File: src/rtl/game_timer_pkg.sv
`default_nettype none
// ============================================================
// game_timer_pkg : shared state encoding and tick default
// Rev 1.0
// ============================================================
package game_timer_pkg;

   localparam logic [31:0] CYCLES_PER_TICK_DEFAULT = 32'd50_000_000;

   typedef enum logic [1:0] {
      IDLE    = 2'd0,
      RUN     = 2'd1,
      PAUSE   = 2'd2,
      EXPIRED = 2'd3
   } timer_state_e;

endpackage : game_timer_pkg
`default_nettype wire

File: src/rtl/game_timer_ctrl_tick_gen.sv
`default_nettype none
// ============================================================
// tick_gen : one-second prescaler; flags its terminal count
// Rev 1.0
// ============================================================
module tick_gen
   import game_timer_pkg::*;
#(
   parameter logic [31:0] CYCLES_PER_TICK = CYCLES_PER_TICK_DEFAULT
) (
   input  wire logic iclk,
   input  wire logic irst_n,
   input  wire logic ien,
   input  wire logic iclr,
   output logic      otick_raw
);
   localparam logic [31:0] LAST_COUNT = CYCLES_PER_TICK - 32'd1;

   logic [31:0] count_q;
   logic [31:0] count_d;

   // Terminal flag is not gated by ien: the controller decides whether it counts.
   assign otick_raw = (count_q == LAST_COUNT);

   always_comb begin
      count_d = count_q;
      if (iclr) begin
         count_d = 32'd0;
      end else if (ien) begin
         count_d = otick_raw ? 32'd0 : count_q + 32'd1;
      end
   end

   always_ff @(posedge iclk) begin
      if (!irst_n) begin
         count_q <= 32'd0;
      end else begin
         count_q <= count_d;
      end
   end
endmodule : tick_gen
`default_nettype wire

File: src/rtl/game_timer_ctrl.sv
`default_nettype none
// ============================================================
// game_timer_ctrl : countdown timer FSM with pause/clear, registered outputs
// Rev 1.0
// ============================================================
module game_timer_ctrl
   import game_timer_pkg::*;
#(
   parameter logic [31:0] CYCLES_PER_TICK = CYCLES_PER_TICK_DEFAULT
) (
   input  wire logic       iclk,
   input  wire logic       irst_n,
   input  wire logic       istart,
   input  wire logic [7:0] iload_sec,
   input  wire logic       ipause,
   input  wire logic       iclear,
   output logic [7:0]      osec,
   output logic            otick,
   output logic            obusy,
   output logic            oexpired,
   output logic            odone
);
   timer_state_e state_q, state_d;
   logic [7:0]   sec_q, sec_d;
   logic         tick_q, tick_d;
   logic         done_q, done_d;
   logic         busy_q, busy_d;
   logic         expired_q, expired_d;
   logic         presc_en;
   logic         presc_clr;
   logic         presc_last;

   tick_gen #(
      .CYCLES_PER_TICK (CYCLES_PER_TICK)
   ) u_tick_gen (
      .iclk      (iclk),
      .irst_n    (irst_n),
      .ien       (presc_en),
      .iclr      (presc_clr),
      .otick_raw (presc_last)
   );

   always_comb begin
      state_d   = state_q;
      sec_d     = sec_q;
      tick_d    = 1'b0;
      done_d    = 1'b0;
      presc_en  = 1'b0;
      presc_clr = 1'b0;

      if (iclear) begin
         state_d   = IDLE;
         sec_d     = 8'd0;
         presc_clr = 1'b1;
      end else if (istart) begin
         presc_clr = 1'b1;
         if (iload_sec != 8'd0) begin
            state_d = RUN;
            sec_d   = iload_sec;
         end else begin
            state_d = EXPIRED;
            sec_d   = 8'd0;
            done_d  = 1'b1;
         end
      end else begin
         case (state_q)
            RUN: begin
               if (ipause) begin
                  state_d = PAUSE;
               end else begin
                  presc_en = 1'b1;
                  if (presc_last) begin
                     tick_d = 1'b1;
                     // Guard against underflow even if RUN were reached with 0.
                     if (sec_q <= 8'd1) begin
                        sec_d   = 8'd0;
                        state_d = EXPIRED;
                        done_d  = 1'b1;
                     end else begin
                        sec_d = sec_q - 8'd1;
                     end
                  end
               end
            end
            PAUSE: begin
               if (!ipause) begin
                  state_d = RUN;
               end
            end
            EXPIRED: begin
               sec_d = 8'd0;
            end
            default: begin
               state_d = IDLE;
            end
         endcase
      end

      busy_d    = (state_d == RUN) || (state_d == PAUSE);
      expired_d = (state_d == EXPIRED);
   end

   always_ff @(posedge iclk) begin
      if (!irst_n) begin
         state_q   <= IDLE;
         sec_q     <= 8'd0;
         tick_q    <= 1'b0;
         done_q    <= 1'b0;
         busy_q    <= 1'b0;
         expired_q <= 1'b0;
      end else begin
         state_q   <= state_d;
         sec_q     <= sec_d;
         tick_q    <= tick_d;
         done_q    <= done_d;
         busy_q    <= busy_d;
         expired_q <= expired_d;
      end
   end

   assign osec     = sec_q;
   assign otick    = tick_q;
   assign obusy    = busy_q;
   assign oexpired = expired_q;
   assign odone    = done_q;
endmodule : game_timer_ctrl
`default_nettype wire
File: config.mk
export PLATFORM = sky130hd
export DESIGN_NAME = game_timer_ctrl
export DESIGN_NICKNAME = d
export VERILOG_FILES = /design/src/rtl/game_timer_pkg.sv /design/src/rtl/game_timer_ctrl_tick_gen.sv /design/src/rtl/game_timer_ctrl.sv
export SDC_FILE = /design/constraint.sdc
export NUM_CORES = 1
export LEC_CHECK = 0
export ABC_AREA = 1
export BUFFER_PORTS_ARGS = -buffer_cell sky130_fd_sc_hd__buf_2
export CAP_MARGIN = 10
export CORE_MARGIN = 3
export CORE_UTILIZATION = 55
export DETAILED_ROUTE_END_ITERATION = 16
export PLACE_DENSITY = 0.82
export SETUP_SLACK_MARGIN = 0.5
export SLEW_MARGIN = 20
export SYNTH_ARGS = -nofsm -noshare
export SYNTH_HDL_FRONTEND = slang
export SYNTH_SLANG_ARGS = --single-unit
File: constraint.sdc
create_clock -name iclk -period 2.2 [get_ports iclk]
set_input_delay 0.11 -clock iclk [delete_from_list [all_inputs] [get_ports iclk]]
set_output_delay 0.11 -clock iclk [all_outputs]
set_load 0.02 [all_outputs]
* Word-level counts from Yosys, hierarchy flattened
Cells that the tools add are included.
Word-level totals: bits in registers 46, bits of input ports 13, output and inout bits 12, word-level logic and storage cells 56
Cells by class: add/subtract/negate cells 2, magnitude comparators 1, equality and inequality tests 9, mux-type cells 28, bitwise operators 2, reduce and logical (&&, ||, !) cells 7
Operator list (number):
- 8-bit two-way mux | 5
- 32-bit by 1-bit adder with 32-bit output, second input constant | 1
- 32-bit by 26-bit == test with 1-bit output, second input constant | 1
- 32-bit two-way mux | 1
- 8-bit case mux with 2 select lines | 1
- 2-bit two-way mux | 7
- 1-bit two-way mux | 13
- 2-bit == test, second input constant | 4
- 8-bit by 1-bit less-or-equal comparator with 1-bit output, second input constant | 1
- 8-bit nonzero test | 1
- 8-bit by 1-bit subtractor with 8-bit output, second input constant | 1
- 2-bit case mux with 3 select lines | 1
- 5-bit OR reduction | 1
- 2-bit by 1-bit == test with 1-bit output, second input constant | 2
- 2-bit OR reduction | 2
- 3-bit by 2-bit != test with 1-bit output, second input constant | 1
- 3-bit != test, second input constant | 1
- 3-bit AND reduction | 1
- 3-bit nonzero test | 1
- 1-bit inverter | 2
- 1-bit logical OR | 1

* Longest topological paths before layout
depth after elaboration 9, depth in mapped cells 12, mapped depth without buffers 12

* By module
Synthesis repeated with hierarchy kept, for this count alone.
Unflattened totals: cell total of the unflattened synthesis 457, area total of the unflattened synthesis 2934.1 um2
Modules (own cells, without submodules):
- tick_gen | instances 1, cells each 330, area an instance 2059.5 um2
- game_timer_ctrl | instances 1, cells each 127, area an instance 874.6 um2

* Least setup slack after synthesis
OpenSTA, ideal clock, no wires.
path kind reg-to-reg, start point register sec_q[0], in the netlist osec[0], end point register busy_q, in the netlist obusy, setup time 0.109 ns, arrival 1.691 ns, slack 0.400 ns, cell stages (with the launch flop) 13, path buffers 0, clock period less this slack 1.800 ns, cell sequence dfxtp_1 > inv_1 > ha_1 > nor2_1 > nand3b_1 > nor2_1 > nand4_1 > nand2_1 > nand2_1 > a21oi_1 > ha_1 > nand2_1 > inv_1
On the way: cells in the longest elaborated chain, start to end 9, elaborated cells between the ends (all ways) 10, those cells by class order compare (1); eq/ne (2); mux (6); reduce/logical (1)
RTL lines:
- start, declared | RTL line game_timer_ctrl.sv:24 | logic [7:0] sec_q, sec_d;
- start signal, assigned | RTL line game_timer_ctrl.sv:106 | sec_q <= 8'd0;
- start signal, assigned | RTL line game_timer_ctrl.sv:113 | sec_q <= sec_d;
- 8-bit by 1-bit less-or-equal comparator with 1-bit output (*) | RTL line game_timer_ctrl.sv:75 | if (sec_q <= 8'd1) begin
- 2-bit two-way mux (*) | RTL line game_timer_ctrl.sv:75
- 2-bit two-way mux (*) | RTL line game_timer_ctrl.sv:72 | if (presc_last) begin
- 2-bit two-way mux (*) | RTL line game_timer_ctrl.sv:68 | if (ipause) begin
- 2-bit case mux with 3 select lines (*) | RTL line game_timer_ctrl.sv:66 | case (state_q)
- 2-bit two-way mux (*) | RTL line game_timer_ctrl.sv:55 | end else if (istart) begin
- 2-bit two-way mux (*) | RTL line game_timer_ctrl.sv:51 | if (iclear) begin
- net state_d[1] | RTL line game_timer_ctrl.sv:23 | timer_state_e state_q, state_d;
- 2-bit by 1-bit == test with 1-bit output / 2-bit == test (equally long branches) | RTL line game_timer_ctrl.sv:99 | busy_d = (state_d == RUN) || (state_d == PAUSE);
- 1-bit logical OR (*) | RTL line game_timer_ctrl.sv:99
- net busy_d | RTL line game_timer_ctrl.sv:27 | logic busy_q, busy_d;
- end signal, assigned | RTL line game_timer_ctrl.sv:116 | busy_q <= busy_d;
- end, declared | RTL line game_timer_ctrl.sv:27
The timed path passes the listed nets; every way through them passes the cells marked *. A chain may end at the register's enable or synchronous reset.

* Final worst setup path
start point register u_tick_gen.count_q[1], end point register busy_q, in the netlist obusy
On the way: cells in the longest elaborated chain, start to end 8, elaborated cells between the ends (all ways) 9, those cells by class eq/ne (3); mux (5); reduce/logical (1)
RTL lines:
- start, declared | RTL line game_timer_ctrl_tick_gen.sv:19 | logic [31:0] count_q;
- start signal, assigned | RTL line game_timer_ctrl_tick_gen.sv:38 | count_q <= count_d;
- 32-bit by 26-bit == test with 1-bit output (*) | RTL line game_timer_ctrl_tick_gen.sv:23 | assign otick_raw = (count_q == LAST_COUNT);
- 2-bit two-way mux (*) | RTL line game_timer_ctrl.sv:72
- 2-bit two-way mux (*) | RTL line game_timer_ctrl.sv:68
- 2-bit case mux with 3 select lines (*) | RTL line game_timer_ctrl.sv:66
- 2-bit two-way mux (*) | RTL line game_timer_ctrl.sv:55
- 2-bit two-way mux (*) | RTL line game_timer_ctrl.sv:51
- net state_d[1] | RTL line game_timer_ctrl.sv:23
- 2-bit by 1-bit == test with 1-bit output / 2-bit == test (equally long branches) | RTL line game_timer_ctrl.sv:99
- 1-bit logical OR (*) | RTL line game_timer_ctrl.sv:99
- net busy_d | RTL line game_timer_ctrl.sv:27
Marks and branches as above.

==> impl.org <==
** Floorplan
- During I/O placement, the number of pins put on the boundary was 25.
- Vertical extent of the die :: 76.6 um
- Horizontal die dimension :: 76.6 um
- The region available for standard cell placement spans 4750 um^2.
- Number of placement rows :: 25
- Initial cell density of the core :: 57.6%
- The die covers 5860 um^2.

** CTS
- The clock passes through at most 2 buffers.
- Post-CTS Hold Buffers :: 0
- For the worst-skew pair, the clock arrives at the later sink with an insertion delay of 300 ps.
- H-tree lvl count :: 2
- Clock tree synthesis found a total of 46 sinks.
- Register clock-pin slew on the reported worst setup and hold paths :: 80 ps
- Total CTS buffers :: 5
- The root buffer cell chosen for the clock tree is clkbuf_8.
- TritonCTS built the clock tree.

** Yosys
- In this run the mean area of a mapped cell was 6.34 um^2.
- Total of flip-flops plus latches after synthesis :: 46
- Sequential cells were found to cover 33.6% of the synthesized design area.
- Area of the mapped netlist :: 2740 um^2
- Synthesis instantiated 33 different standard cells from the library.
- In the synthesized netlist, the number of instances is 432.
- Number of warnings printed during yosys synthesis :: 0
- Counting every net in the synthesized netlist gives 449.

** Power
- Total leakage power :: 1.32 nW
- VDD sags by at most 0.273 mV.
- Power spread over the standard cell area amounts to 504 nW/um^2.

** STA
- The final count of pins violating max slew was 0.
- Post-Route Skew :: 2.80 ps
- Final Cycle Share :: 78.8%
- In the post-route analysis, the smallest setup slack over all paths is 466 ps.
- The worst pin sits at a relative slew slack of 65.1%.
- Unrepaired setup endpoints after global routing :: yes
- Final setup viols :: 0
- At the pin with the least slew margin, the transition time is 520 ps.
- Setup TNS :: 0 ps
- For this run, the top clock speed supported by timing is 0.577 GHz.
- Minimum clock period :: 1730 ps
- The final number of hold-violating endpoints is 0.

** Placed design
- DPL Wire Length :: 4920 um
- Once placement finished, the instance area stood at 2930 um^2.
- At the end of routability-driven placement, the weighted congestion stood at 0.923.
- The count of buffers added on input and output ports is 24.
- Before CTS, the worst setup slack after placement is 340 ps.

** Critical path
- The slowest stage of the critical path belongs to the cell dfxtp_4.
- Slowest Stage Delay on Critical Path :: 380 ps
- Worst-path maximum fanout :: 3
- Data arrives at the worst endpoint at 1940 ps.
- Data on the critical path is required at its endpoint by 2400 ps.
- The critical path contains buffers and inverters numbering 2 combined.
- CP Cell Sequence :: ha_4, nand3_4, inv_2, nand2_4, nor2_4, nand4_1, nand2_1, nand2_1, a21oi_2, ha_1, nand2_1, inv_1
- STA classifies the critical path endpoint as a flip-flop.
- Critical path launch point type :: flip-flop
- Family of cells with the greatest summed delay on the critical path :: simple AND/OR/NAND/NOR gates
- By instance count, the cell type seen most on the critical path is nand2_1.
- Register-to-register path setup slack :: 470 ps
- CP Class :: reg2reg

** Detailed routing
- For this block, the initial DRC count from the detailed router was 240.
- The routed layout has 2920 vias.
- Antenna-violating nets left :: 0
- First-pass iteration count of the detailed router :: 5
- Total length of routed wires :: 7140 um
- After detailed routing, the number of remaining DRC violations is 0.
- Dividing the detail-routed via count by the number of cells gives 5.34.
- WL/cell :: 13.0 um

** Global routing
- Overflow left after global routing :: 0
- The first global-routing pass estimated 11600 um of wire.
- Global routing used 4.61% of the available met3 tracks.
- met2 is the most crowded layer.
- Number of antenna violations at the first check in global routing :: 0
- Via count of the first global-routing pass :: 2654
- Global routing consumed, on the met2 layer, 38.2% of the routing resources.
- For met1 alone, demand over resource in global routing was 31.3%.
- Largest net degree at the start of global routing :: 18
- Across every metal layer, demand over resource in global routing totals 23.7%.

** Final layout
- Of the cells placed in the final design, the portion with a size suffix greater than 1 is 22.7%.
- Antenna diodes :: 0
- Area delta synth->final :: 22.5%
- Post-route core utilization :: 70.6%
- The library cell used most frequently in the layout, excluding fill and tap cells, is nand2_1.
- Leaving out fill and tap cells, the most frequent cells in the layout are 105 x nand2_1, 72 x nor2_1, 50 x inv_1.
- Total number of nets in the final design :: 497
- Final instance area :: 3350 um^2

** Hold path
- Worst min-delay path category :: in2reg

** Run status
- The flow ran to the end, and the final reports show no timing, DRC or antenna violations.

** Flow run
- Max-Cap Viols :: 0
-- layout make-up --
cell class                 instances  area, um^2
sequential                        46         946
tap                               67        83.8
multi-input combinational        323        1710
clock inverter                     1        30.0
fill                             415        1400
inverter                          60         230
clock buffer                       6        82.6
timing repair buffer              44         270
-- where the power goes --
part	internal, mW	switching [mW]
clock network	0.364	0.288
logic	0.0744	0.115
registers	0.838	0.00944
total	1.28	0.413
-- path summary, 6_finish.rpt --
check / start / to / cells after the start
setup / recovery: u_tick_gen.count_q[1] / obusy / 12
hold / removal: irst_n / oexpired / 3
setup reg to reg: u_tick_gen.count_q[1] / obusy / 12
hold reg to reg: u_tick_gen.count_q[13] / u_tick_gen.count_q[13] / 2
-- Yosys cell counts (all sizes together) --
cell | count | area [um^2]
nand2 | 110 | 425
inv | 60 | 225
nor3 | 26 | 130
xnor2 | 1 | 8.76
ha | 4 | 50.1
nand3b | 4 | 30.0
mux2i | 1 | 10.0
o21ai | 15 | 75.1
nand3 | 27 | 140
a31oi | 1 | 6.26
clkbuf | 1 | 3.75
and2 | 1 | 6.26
o31ai | 1 | 7.51
a21oi | 14 | 70.1
xor2 | 11 | 96.3
nor4 | 2 | 12.5
buf | 2 | 12.5
dfxtp | 46 | 921
nor3b | 5 | 37.5
nand4 | 10 | 83.8
or2 | 2 | 12.5
nor2 | 88 | 373
-- flip-flops by register name (all words and copies together) (netlist names) --
signal              count
obusy                   1
otick                   1
odone                   1
osec                    8
u_tick_gen.count_q     32
state_q                 2
oexpired                1
-- repair_timing --
action / in CTS / in global routing
buffers inserted: 5 / 15
resized for setup: 15 / 35
pin swaps: 3 / 9
gates cloned: 0 / 0
endpoints found under the setup margin: 31 / 30
-- routing by layer --
metal	vias to the layer above	wire [um]
met3	16	411
li1	1468	-
met5	-	0
met1	1328	3100
met2	108	3470
met4	0	151
-- per-stage QoR --
stage	power (mW)	std cells	hold WS, ps
floorplan	0.978	432	203
global placement	1.02	520	327
detailed placement	1.02	520	331
CTS	1.68	532	17.3
finish	1.69	547	23.6
global route	1.75	547	70.2
-- tightest hold or removal path, delay by kind of cell --
| kind | cells | cell delay (ps) |
|---|---|---|
| simple gates | 1 | 50 |
| buf+inv | 2 | 140 |
-- cells by family (layout without fill, tap and decap cells) --
logic type,count (synthesis),count (layout),synth area share (%)
buffers and inverters,63,111,8.82
AOI/OAI and AO/OA,31,31,5.80
xor gates and xnor gates,12,12,3.84
muxes,1,1,0.366
adders and majority gates,4,4,1.83
and+or+nand+nor,275,275,45.7
DFF,46,46,33.6
(Power assumes the default switching activity.)
